### src/rtl/riscv_ctrl_pkg.sv
// Shared types and encodings for the multicycle RISC-V control path.
// The ALU decoder imports the ALUOp encodings from here as well.
package riscv_ctrl_pkg;

  typedef enum logic [3:0] {
    FETCH    = 4'd0,
    DECODE   = 4'd1,
    MEMADR   = 4'd2,
    MEMREAD  = 4'd3,
    MEMWB    = 4'd4,
    MEMWRITE = 4'd5,
    EXECR    = 4'd6,
    EXECI    = 4'd7,
    ALUWB    = 4'd8,
    BEQ      = 4'd9,
    JAL      = 4'd10,
    ILLEGAL  = 4'd11
  } state_t;

  localparam logic [6:0] OP_LW   = 7'b0000011;
  localparam logic [6:0] OP_SW   = 7'b0100011;
  localparam logic [6:0] OP_RTYP = 7'b0110011;
  localparam logic [6:0] OP_IALU = 7'b0010011;
  localparam logic [6:0] OP_BEQ  = 7'b1100011;
  localparam logic [6:0] OP_JAL  = 7'b1101111;

  localparam logic [1:0] ALUOP_ADD   = 2'b00;
  localparam logic [1:0] ALUOP_SUB   = 2'b01;
  localparam logic [1:0] ALUOP_FUNCT = 2'b10;

  localparam logic [1:0] SRCA_PC    = 2'b00;
  localparam logic [1:0] SRCA_OLDPC = 2'b01;
  localparam logic [1:0] SRCA_REG   = 2'b10;

  localparam logic [1:0] SRCB_REG  = 2'b00;
  localparam logic [1:0] SRCB_IMM  = 2'b01;
  localparam logic [1:0] SRCB_FOUR = 2'b10;

  localparam logic [1:0] RESULT_ALUOUT = 2'b00;
  localparam logic [1:0] RESULT_DATA   = 2'b01;
  localparam logic [1:0] RESULT_ALU    = 2'b10;

  // Pure state-derived control fields. The two *_on_ready terms are only
  // requests; the top qualifies them with mem_ready and reset.
  typedef struct packed {
    logic       mem_req;
    logic       adr_src;
    logic       ir_write_on_ready;
    logic       reg_write;
    logic       mem_write;
    logic       pc_update_on_ready;
    logic       pc_update;
    logic       branch;
    logic       illegal;
    logic [1:0] alu_src_a;
    logic [1:0] alu_src_b;
    logic [1:0] result_src;
    logic [1:0] alu_op;
  } ctrl_t;

  // Loads and stores share the address-calculation state.
  function automatic logic is_mem_op(input logic [6:0] opcode);
    return (opcode == OP_LW) || (opcode == OP_SW);
  endfunction

endpackage

### src/rtl/multicycle_controller_output_decode.sv
// Moore output map: turns the current controller state into its control fields.
module mc_output_decode
  import riscv_ctrl_pkg::*;
(
  input  state_t state,
  output ctrl_t  ctrl
);

  // Every field defaults to zero so each state only lists what it asserts.
  always_comb begin
    ctrl = '0;
    case (state)
      FETCH: begin
        ctrl.mem_req            = 1'b1;
        ctrl.alu_src_b          = SRCB_FOUR;
        ctrl.result_src         = RESULT_ALU;
        ctrl.ir_write_on_ready  = 1'b1;
        ctrl.pc_update_on_ready = 1'b1;
      end
      DECODE: begin
        ctrl.alu_src_a = SRCA_OLDPC;
        ctrl.alu_src_b = SRCB_IMM;
      end
      MEMADR: begin
        ctrl.alu_src_a = SRCA_REG;
        ctrl.alu_src_b = SRCB_IMM;
      end
      MEMREAD: begin
        ctrl.mem_req = 1'b1;
        ctrl.adr_src = 1'b1;
      end
      MEMWRITE: begin
        ctrl.mem_req   = 1'b1;
        ctrl.adr_src   = 1'b1;
        ctrl.mem_write = 1'b1;
      end
      MEMWB: begin
        ctrl.result_src = RESULT_DATA;
        ctrl.reg_write  = 1'b1;
      end
      ALUWB: begin
        ctrl.result_src = RESULT_ALUOUT;
        ctrl.reg_write  = 1'b1;
      end
      EXECR: begin
        ctrl.alu_src_a = SRCA_REG;
        ctrl.alu_src_b = SRCB_REG;
        ctrl.alu_op    = ALUOP_FUNCT;
      end
      EXECI: begin
        ctrl.alu_src_a = SRCA_REG;
        ctrl.alu_src_b = SRCB_IMM;
        ctrl.alu_op    = ALUOP_FUNCT;
      end
      BEQ: begin
        ctrl.alu_src_a = SRCA_REG;
        ctrl.alu_src_b = SRCB_REG;
        ctrl.alu_op    = ALUOP_SUB;
        ctrl.branch    = 1'b1;
      end
      JAL: begin
        ctrl.alu_src_a = SRCA_OLDPC;
        ctrl.alu_src_b = SRCB_FOUR;
        ctrl.pc_update = 1'b1;
      end
      ILLEGAL: begin
        ctrl.illegal = 1'b1;
      end
      default: ctrl = '0;
    endcase
  end

endmodule

### src/rtl/multicycle_controller.sv
// Multicycle RISC-V main controller: state register, next-state logic and
// the PCWrite/IRWrite qualification around the Moore output decoder.
module multicycle_controller
  import riscv_ctrl_pkg::*;
(
  input  logic       clk,
  input  logic       rst,
  input  logic [6:0] op,
  input  logic       zero,
  input  logic       mem_ready,
  output logic       mem_req,
  output logic       AdrSrc,
  output logic       IRWrite,
  output logic       RegWrite,
  output logic       MemWrite,
  output logic       PCWrite,
  output logic       Branch,
  output logic       illegal,
  output logic [1:0] ALUSrcA,
  output logic [1:0] ALUSrcB,
  output logic [1:0] ResultSrc,
  output logic [1:0] ALUOp
);

  state_t state;
  ctrl_t  ctrl;

  // State register and transition logic; reset returns to FETCH at once,
  // even from ILLEGAL, which otherwise never exits.
  always_ff @(posedge clk or posedge rst) begin
    if (rst) begin
      state <= FETCH;
    end else begin
      case (state)
        FETCH:    if (mem_ready) state <= DECODE;
        DECODE: begin
          if (is_mem_op(op))     state <= MEMADR;
          else if (op == OP_RTYP) state <= EXECR;
          else if (op == OP_IALU) state <= EXECI;
          else if (op == OP_BEQ)  state <= BEQ;
          else if (op == OP_JAL)  state <= JAL;
          else                    state <= ILLEGAL;
        end
        MEMADR:   state <= (op == OP_LW) ? MEMREAD : MEMWRITE;
        MEMREAD:  if (mem_ready) state <= MEMWB;
        MEMWRITE: if (mem_ready) state <= FETCH;
        EXECR:    state <= ALUWB;
        EXECI:    state <= ALUWB;
        JAL:      state <= ALUWB;
        MEMWB:    state <= FETCH;
        ALUWB:    state <= FETCH;
        BEQ:      state <= FETCH;
        ILLEGAL:  state <= ILLEGAL;
        default:  state <= ILLEGAL;
      endcase
    end
  end

  mc_output_decode u_output_decode (
    .state (state),
    .ctrl  (ctrl)
  );

  // Write enables that depend on live inputs; reset masks them so nothing
  // is committed while the controller is held in FETCH.
  always_comb begin
    IRWrite = ctrl.ir_write_on_ready & mem_ready & ~rst;
    PCWrite = (ctrl.pc_update
               | (ctrl.pc_update_on_ready & mem_ready)
               | (ctrl.branch & zero)) & ~rst;
  end

  assign mem_req   = ctrl.mem_req;
  assign AdrSrc    = ctrl.adr_src;
  assign RegWrite  = ctrl.reg_write;
  assign MemWrite  = ctrl.mem_write;
  assign Branch    = ctrl.branch;
  assign illegal   = ctrl.illegal;
  assign ALUSrcA   = ctrl.alu_src_a;
  assign ALUSrcB   = ctrl.alu_src_b;
  assign ResultSrc = ctrl.result_src;
  assign ALUOp     = ctrl.alu_op;

endmodule

### config.mk
export PLATFORM = sky130hd
export DESIGN_NAME = multicycle_controller
export DESIGN_NICKNAME = d
export VERILOG_FILES = /design/src/rtl/riscv_ctrl_pkg.sv /design/src/rtl/multicycle_controller_output_decode.sv /design/src/rtl/multicycle_controller.sv
export SDC_FILE = /design/constraint.sdc
export NUM_CORES = 1
export LEC_CHECK = 0
export ABC_AREA = 1
export ABC_CLOCK_PERIOD_IN_PS = 1150
export CORE_MARGIN = 2
export CORE_UTILIZATION = 35
export CTS_BUF_LIST = sky130_fd_sc_hd__clkbuf_8
export CTS_CLUSTER_SIZE = 8
export DETAILED_ROUTE_END_ITERATION = 10
export GPL_TIMING_DRIVEN = 0
export PLACE_DENSITY = 0.86
export SLEW_MARGIN = 20
export SYNTH_ARGS = -nofsm -noshare
export SYNTH_HDL_FRONTEND = slang
export SYNTH_SLANG_ARGS = --single-unit
### constraint.sdc
create_clock -name clk -period 1.15 [get_ports clk]
set_clock_uncertainty 0.1 [all_clocks]
set_input_delay 0.115 -clock clk [delete_from_list [all_inputs] [get_ports clk]]
set_output_delay 0.115 -clock clk [all_outputs]
set_load 0.005 [all_outputs]
==> results of run 1 <==
[final cells by class]
type | instances | area share, %
Clock buffer | 3 | 3.60
Inverter | 21 | 7.53
Multi-Input combinational cell | 65 | 35.7
Sequential cell | 4 | 9.06
Tap cell | 15 | 1.64
Timing Repair Buffer | 56 | 42.5
[timing repair]
action | CTS | global route
pin swaps | 12 | 6
setup endpoints to repair | 20 | 20
cloned | 0 | 0
setup buffers | 27 | 5
gates resized for setup | 105 | 12
[metal layers]
metal | track usage (%) | wire length [µm] | vias to the layer above
li1 | - | - | 397
met1 | 31.6 | 987 | 414
met2 | 55.0 | 1540 | 79
met3 | 6.96 | 280 | 24
met4 | 23.9 | 169 | 0
met5 | 0 | 0 | -
[power by group]
part	switching, W	total, W	internal (W)
Clock	0.0000839	0.000308	0.000224
Combinational	0.0000319	0.0000677	0.0000358
Sequential	0	0.000142	0.000142
[critical path: stages, from the launching register on]
cell	delay [ns]
sky130_fd_sc_hd__dfrtp_2	0.44
sky130_fd_sc_hd__nor2_4	0.18
sky130_fd_sc_hd__buf_6	0.13
sky130_fd_sc_hd__nand3_4	0.10
sky130_fd_sc_hd__buf_4	0.15
sky130_fd_sc_hd__buf_4	0.12
sky130_fd_sc_hd__buf_4	0.12
sky130_fd_sc_hd__nor2_1	0.19
sky130_fd_sc_hd__a21oi_1	0.10
[final timing paths]
| check | start | end | slack [ns] | cells after the start |
|---|---|---|---|---|
| worst min register to register | state[1]$_DFFE_PP0P_ | state[3]$_DFFE_PP0P_ | 0.61 | 2 |
| worst max-delay path | state[3]$_DFFE_PP0P_ | state[0]$_DFFE_PP0P_ | -0.61 | 8 |
| worst min-delay path | rst | state[0]$_DFFE_PP0P_ | 0.12 | 2 |
| min in group clk | op[5] | state[1]$_DFFE_PP0P_ | 0.55 | 4 |
| max in group asynchronous | rst | state[2]$_DFFE_PP0P_ | 0.64 | 2 |
| worst max register to register | state[3]$_DFFE_PP0P_ | state[0]$_DFFE_PP0P_ | -0.61 | 8 |
[Yosys cell counts]
cell / instances / area share [%]
sky130_fd_sc_hd__nand2_1: 28 / 21
sky130_fd_sc_hd__a21oi_1: 2 / 2.0
sky130_fd_sc_hd__nor2_4: 1 / 2.3
sky130_fd_sc_hd__o211ai_1: 1 / 1.5
sky130_fd_sc_hd__a31oi_1: 1 / 1.3
sky130_fd_sc_hd__dfrtp_1: 4 / 20
sky130_fd_sc_hd__buf_4: 1 / 1.5
sky130_fd_sc_hd__inv_2: 1 / 0.76
sky130_fd_sc_hd__o21ai_0: 2 / 2.0
sky130_fd_sc_hd__nand3_1: 9 / 9.1
sky130_fd_sc_hd__nand3_2: 2 / 4.1
sky130_fd_sc_hd__nor2_1: 11 / 8.4
sky130_fd_sc_hd__nor2_2: 4 / 5.1
sky130_fd_sc_hd__nand2_2: 2 / 2.5
sky130_fd_sc_hd__inv_1: 20 / 15
sky130_fd_sc_hd__nand4_1: 2 / 2.5
[cells by family after synthesis]
logic type	synth area share, %
buffers and inverters	17.5
flip-flops	20.3
AND/OR/NAND/NOR	55.3
AO/OA/AOI/OAI	6.85
[metrics by stage]
stage / setup TNS, ns / util (%)
after detailed placement: -8.00 / 59.7
after CTS: -6.42 / 84.6
final: -7.85 / 88.1
after global placement: -7.47 / 59.7
after global routing: -8.87 / 88.1
after floorplan: -0.0418 / -
==> metrics.log, run 1 <==
INFO  metric critical_path.startpoint_type = flop
INFO  metric final_nets = 162
INFO  metric setup_viol_count_final = 20
INFO  metric total_vias_in_the_final_route = between 900 and 1000
INFO  metric whs = between 0.1 and 0.15 ns
INFO  metric finalNonFillerCells = around 160
INFO  metric grt_first_pass_wirelength = about 4 mm
INFO  metric largest_register_ffs = 4
INFO  metric synth.distinct_cells = 16
INFO  metric p_per_area = about 450 mW/mm²
INFO  metric routed_vias_inst = 5.57
INFO  metric ys_warn_count = 0
INFO  metric hp-class = in2async
INFO  metric cts_hold_repair.buffers = 0
INFO  metric maximum_count_of_clock_buffers_along_a_single_path = 2
INFO  metric timing.fmax = 568 MHz
INFO  metric post-place-cells = between 100 and 150
INFO  metric status = finished, violations left
INFO  metric critical_path.endpoint_type = flop
INFO  metric synth-seq-area-share = between 20 and 25%
INFO  metric most-common-layout-cells = sky130_fd_sc_hd__nand2_1 (21), sky130_fd_sc_hd__buf_4 (17), sky130_fd_sc_hd__buf_6 (16)
INFO  metric relSlewSlack = between 80% and 90%
INFO  metric insertion_delay = 0.22 ns
INFO  metric grt_start_max_net_pins = 6
INFO  metric postRouteAntennaNets = 0
INFO  metric start_util = 37.9%
INFO  metric io-pin-count = 27
INFO  metric htreeDepth = 1
INFO  metric final_min_period_over_clock_period = 153%
INFO  metric grt_setup_unrepaired = true
INFO  metric power.ir.vdd_worst = roughly 0.44 mV
INFO  metric syn2layout_area_growth = 132%
INFO  metric vias_in_the_first_global_route = slightly below 900
INFO  metric drt-pass1-iter-count = 4
INFO  metric core.rowCount = 13
INFO  metric syn-mean-instance-area = about 5.4 µm²
INFO  metric design_area = about 0.0011 mm²
INFO  metric final_period_minus_worst_setup_slack = roughly 1.8 ns
INFO  metric cp_max_fo = 4
INFO  metric tritoncts = done
INFO  metric grt_usage = 31.3%
INFO  metric synth.net_count = about 100
INFO  metric cp.required = approximately 1.1 ns
INFO  metric synthCells = 91
INFO  metric final_hold_viol_count = 0
INFO  metric finalWeightedCongestion = roughly 0.84
INFO  metric hpwlAfterDp = about 1.1 mm
INFO  metric cts-root-buf = sky130_fd_sc_hd__clkbuf_8
INFO  metric power_consumption = 0.000517 W
INFO  metric fp.dieArea = ~0.0017 mm²
INFO  metric buffer_ports.inserted = 26
INFO  metric dieWidth = roughly 42 µm
INFO  metric worst_pin_slew = around 0.24 ns
INFO  metric area_of_combinational_cells_with_multiple_inputs = just over 400 µm²
INFO  metric grt_antenna_before_repair = 0
INFO  metric biggestRegsByFlops = state x4
INFO  metric fraction_of_final_layout_cells_sized_beyond_drive_strength_1 = between 50% and 60%
INFO  metric detailedRoute.firstIterationViolations = 60
INFO  metric globalRouteOverflowTotal = 0
INFO  metric ff_latch_area = roughly 100 µm²
INFO  metric clock-sinks = 4
INFO  metric placement.cell_area = approximately 780 µm²
INFO  metric synth-seq-cells = 4
INFO  metric cp.arrival = approximately 1.8 ns
INFO  metric max-cap-violations = 0
INFO  metric core_region_area = about 0.0013 mm²
INFO  metric drt_wl_total = a little under 3 mm
INFO  metric layout.filler_cells = 72
INFO  metric route.detailed.wl_per_inst = ~18 µm
INFO  metric syn-cell-area = ~500 µm²
INFO  metric setup.worst_path.class = reg2reg
INFO  metric violations = setup timing
INFO  metric die_height = ~42 µm
INFO  metric antenna_cells_inserted = 0
INFO  metric mostFrequentLayoutCell = sky130_fd_sc_hd__nand2_1
INFO  metric clock_transition_at_the_registers_of_the_reported_paths = approximately 0.030 ns
INFO  metric number_of_buffers_created_by_cts = 3
INFO  metric static-leakage-power = between 0.6 and 0.7 nW
INFO  metric largest-register = state
INFO  metric fin_ws = -0.610 ns
INFO  metric place_worst_setup_slack = -0.598 ns
INFO  metric remaining_drc_errors = 0
INFO  metric final_max_slew_viol_count = 0
Note: power is estimated with default switching activity, not from simulation.
==> run 2, diff against run 1 <==
--- a/config.mk
+++ b/config.mk
@@ -6,14 +6,14 @@
 export NUM_CORES = 1
 export LEC_CHECK = 0
 export ABC_AREA = 1
-export ABC_CLOCK_PERIOD_IN_PS = 1150
-export CORE_MARGIN = 2
-export CORE_UTILIZATION = 35
+export ABC_CLOCK_PERIOD_IN_PS = 1820
+export CORE_AREA = 2 2 39 41
 export CTS_BUF_LIST = sky130_fd_sc_hd__clkbuf_8
 export CTS_CLUSTER_SIZE = 8
 export DETAILED_ROUTE_END_ITERATION = 10
+export DIE_AREA = 0 0 41 43
 export GPL_TIMING_DRIVEN = 0
-export PLACE_DENSITY = 0.86
+export PLACE_DENSITY = 0.87
 export SLEW_MARGIN = 20
 export SYNTH_ARGS = -nofsm -noshare
 export SYNTH_HDL_FRONTEND = slang
==> constraint.sdc (replaced) <==
create_clock -name clk -period 1.82 [get_ports clk]
set_clock_uncertainty 0.1 [all_clocks]
set_input_delay 0.182 -clock clk [delete_from_list [all_inputs] [get_ports clk]]
set_output_delay 0.182 -clock clk [all_outputs]
set_load 0.005 [all_outputs]
==> run 2 against run 1 <==
  * The flow now finishes without violations
  * Combinational power decreased by 43%
  * Non-clock buffer count shrank 22
  * Global-route usage shrank 9.6 points
  * Sequential cell count unchanged
  * Register-to-register slack improved by 1.0 ns
  * Clock power decreased by 40%
  * Critical path type is now reg2out
==> metrics.log, run 2 (synthesis gave the netlist of run 1 again) <==
INFO  metric place_worst_setup_slack = -0.0698 ns (+0.528 ns)
INFO  metric routed_vias_inst = 4.91 (-12%)
INFO  metric cts_hold_repair.buffers = 0 (unchanged)
INFO  metric worst_path_max_delay_cell = sky130_fd_sc_hd__dfrtp_2
INFO  metric start_util = 35.6% (-2.3 points)
INFO  metric final_max_slew_viol_count = 0 (unchanged)
INFO  metric final_min_period_over_clock_period = 96.9%
INFO  metric worst_pin_slew = 0.224 ns (-0.0193 ns)
INFO  metric clock_transition_at_the_registers_of_the_reported_paths = 0.03 ns (about the same)
INFO  metric grt-busiest-layer = met2
INFO  metric hp-class = in2async
INFO  metric globalRouteOverflowTotal = 0 (unchanged)
INFO  metric cts-root-buf = sky130_fd_sc_hd__clkbuf_8
INFO  metric crit-reg2reg-capture = state[0]$_DFFE_PP0P_
INFO  metric groute.layer.met1.usage = 23.0% (-8.7 points)
INFO  metric dieWidth = 41 µm (-1.3%)
INFO  metric final_period_minus_worst_setup_slack = 1.76 ns
INFO  metric relSlewSlack = 84.9% (+1.2 points)
INFO  metric vias_in_the_first_global_route = 653 (-26%)
INFO  metric setup.worst_path.class = reg2out
INFO  metric io-pin-count = 27 (unchanged)
INFO  metric drt_wl_total = 1.71 mm (-43%)
INFO  metric hpwlAfterDp = 1.09 mm (-3.0%)
INFO  metric tritoncts = done
INFO  metric detailedRoute.firstIterationViolations = 6 (-90%)
INFO  metric insertion_delay = 0.22 ns (about the same)
INFO  metric grt_antenna_before_repair = 0 (unchanged)
INFO  metric final_hold_viol_count = 0 (unchanged)
INFO  metric core_region_area = 0.00138 mm² (+6.3%)
INFO  metric ff_latch_area = 104 µm² (unchanged)
INFO  metric setup_viol_count_final = 0 (-100%)
INFO  metric cp.required = 1.54 ns (+0.40 ns)
INFO  metric buffer_ports.inserted = 26 (unchanged)
INFO  metric startpoint = state[3]$_DFFE_PP0P_
INFO  metric placement.cell_area = 773 µm² (-0.48%)
INFO  metric largest_register_ffs = 4 (unchanged)
INFO  metric remaining_drc_errors = 0 (unchanged)
INFO  metric htreeDepth = 1 (unchanged)
INFO  metric timing.critical_path.slowest_cell_delay = 0.43 ns (about the same)
INFO  metric maximum_count_of_clock_buffers_along_a_single_path = 2 (unchanged)
INFO  metric cp_num_cells = 7 (-1)
INFO  metric die_height = 43 µm (+3.5%)
INFO  metric global_route.usage.met3 = 5.24% (-1.7 points)
INFO  metric antenna_cells_inserted = 0 (unchanged)
INFO  metric cpLargestDelayFamily = buffers and inverters
INFO  metric drt-pass1-iter-count = 4 (unchanged)
INFO  metric worst-path-buf-inv = 3 (-1)
INFO  metric total_vias_in_the_final_route = 702 (-23%)
INFO  metric final_core_util = 67.6% (-20 points)
INFO  metric critical_path.endpoint_type = primary output
INFO  metric crit_path_cell_trace = nor2_4, buf_4, nand2_2, nor2_4, inv_1, o211ai_1, clkdlybuf4s15_1
INFO  metric number_of_buffers_created_by_cts = 3 (unchanged)
INFO  metric area_of_combinational_cells_with_multiple_inputs = 352 µm² (-14%)
INFO  metric most-common-layout-cells = sky130_fd_sc_hd__nand2_1 (23), sky130_fd_sc_hd__inv_1 (16), sky130_fd_sc_hd__nor2_1 (11), sky130_fd_sc_hd__clkdlybuf4s50_1 (11), sky130_fd_sc_hd__dlymetal6s2s_1 (10)
INFO  metric status = completed
INFO  metric largest-register = state
INFO  metric critical_path.startpoint_type = flop
INFO  metric critical_path_capture_point = ALUSrcB[0]
INFO  metric p_per_area = 335 mW/mm² (-26%)
INFO  metric grt_usage = 21.7% (-9.6 points)
INFO  metric fraction_of_final_layout_cells_sized_beyond_drive_strength_1 = 27.6% (-30 points)
INFO  metric timing.fmax = about 570 MHz
INFO  metric rr_startpoint = state[3]$_DFFE_PP0P_
INFO  metric layout.filler_cells = 112 (+56%)
INFO  metric route.detailed.wl_per_inst = 11.9 µm (-34%)
INFO  metric postRouteAntennaNets = 0 (unchanged)
INFO  metric max-cap-violations = 0 (unchanged)
INFO  metric biggestRegsByFlops = state x4
INFO  metric final_nets = 140 (-14%)
INFO  metric grt_start_max_net_pins = 6 (unchanged)
INFO  metric static-leakage-power = 0.679 nW (+2.0%)
INFO  metric finalWeightedCongestion = 0.859 (+2.3%)
INFO  metric clock-sinks = 4 (unchanged)
INFO  metric power.ir.vdd_worst = 0.249 mV (-44%)
INFO  metric cp_max_fo = 4 (unchanged)
INFO  metric critical-path-top-cell-by-count = sky130_fd_sc_hd__nor2_4
INFO  metric design_area = 936 µm² (-18%)
INFO  metric fp.dieArea = 0.00176 mm² (+2.2%)
INFO  metric cp.arrival = 1.48 ns (-0.27 ns)
INFO  metric syn2layout_area_growth = 89.8%
INFO  metric grtUsageMet2 = 36.6% (-18 points)
INFO  metric reg2regPathDepth = 7 (-1)
INFO  metric mostFrequentLayoutCell = sky130_fd_sc_hd__nand2_1
INFO  metric core.rowCount = 14 (+1)
INFO  metric fin_ws = 0.0563 ns (+0.666 ns)
INFO  metric grt_first_pass_wirelength = 2.57 mm (-36%)
INFO  metric ff2ff_setup_slack = 0.40 ns (+1.01 ns)
==> run 2: layout make-up <==
| type | instances | area share [%] |
|---|---|---|
| Inverter | 21 | 8.42 |
| Clock buffer | 3 | 4.41 |
| Tap cell | 16 | 2.14 |
| Buffer | 1 | 0.802 |
| Multi-Input combinational cell | 65 | 37.6 |
| Timing Repair Buffer | 33 | 35.6 |
| Sequential cell | 4 | 11.1 |
==> run 2: routing by layer <==
metal / vias up / wire length (µm)
li1: 348 / -
met1: 320 / 693
met2: 28 / 918
met3: 6 / 66
met4: 0 / 29
met5: - / 0
==> run 2: timing repair <==
action	CTS	global route
pin swaps	2	2
resized for setup	15	22
endpoints found under the hold margin	0	0
endpoints found under the setup margin	11	12
setup buffers	2	5
==> run 2: worst min-delay path by stage <==
stage | to | slack (ns)
6_report | state[2]$_DFFE_PP0P_ | 0.15
4_1_cts | state[2]$_DFFE_PP0P_ | 0.12
3_5_place_dp | state[2]$_DFFE_PP0P_ | 0.35
3_3_place_gp | state[3]$_DFFE_PP0P_ | 0.34
2_1_floorplan | state[0]$_DFFE_PP0P_ | -0.15
5_1_grt | state[3]$_DFFE_PP0P_ | 0.18
==> run 2: per-stage QoR <==
step           total power, W  hold WS (ns)  setup TNS [ns]  std cells
2_1_floorplan        0.000102        -0.152               0         91
3_3_place_gp         0.000127         0.336         -0.0446        133
3_5_place_dp         0.000129         0.348         -0.0853        133
4_1_cts              0.000313         0.123          -0.396        138
5_1_grt              0.000327         0.179         -0.0118        143
6_report             0.000313         0.147               0        143
==> run 2: power breakdown <==
group	total, W	switching, W	internal [W]
clock network	0.000185	0.0000441	0.000141
logic	0.0000386	0.0000161	0.0000225
registers	0.0000896	0	0.0000896
total	0.000313	0.0000602	0.000253
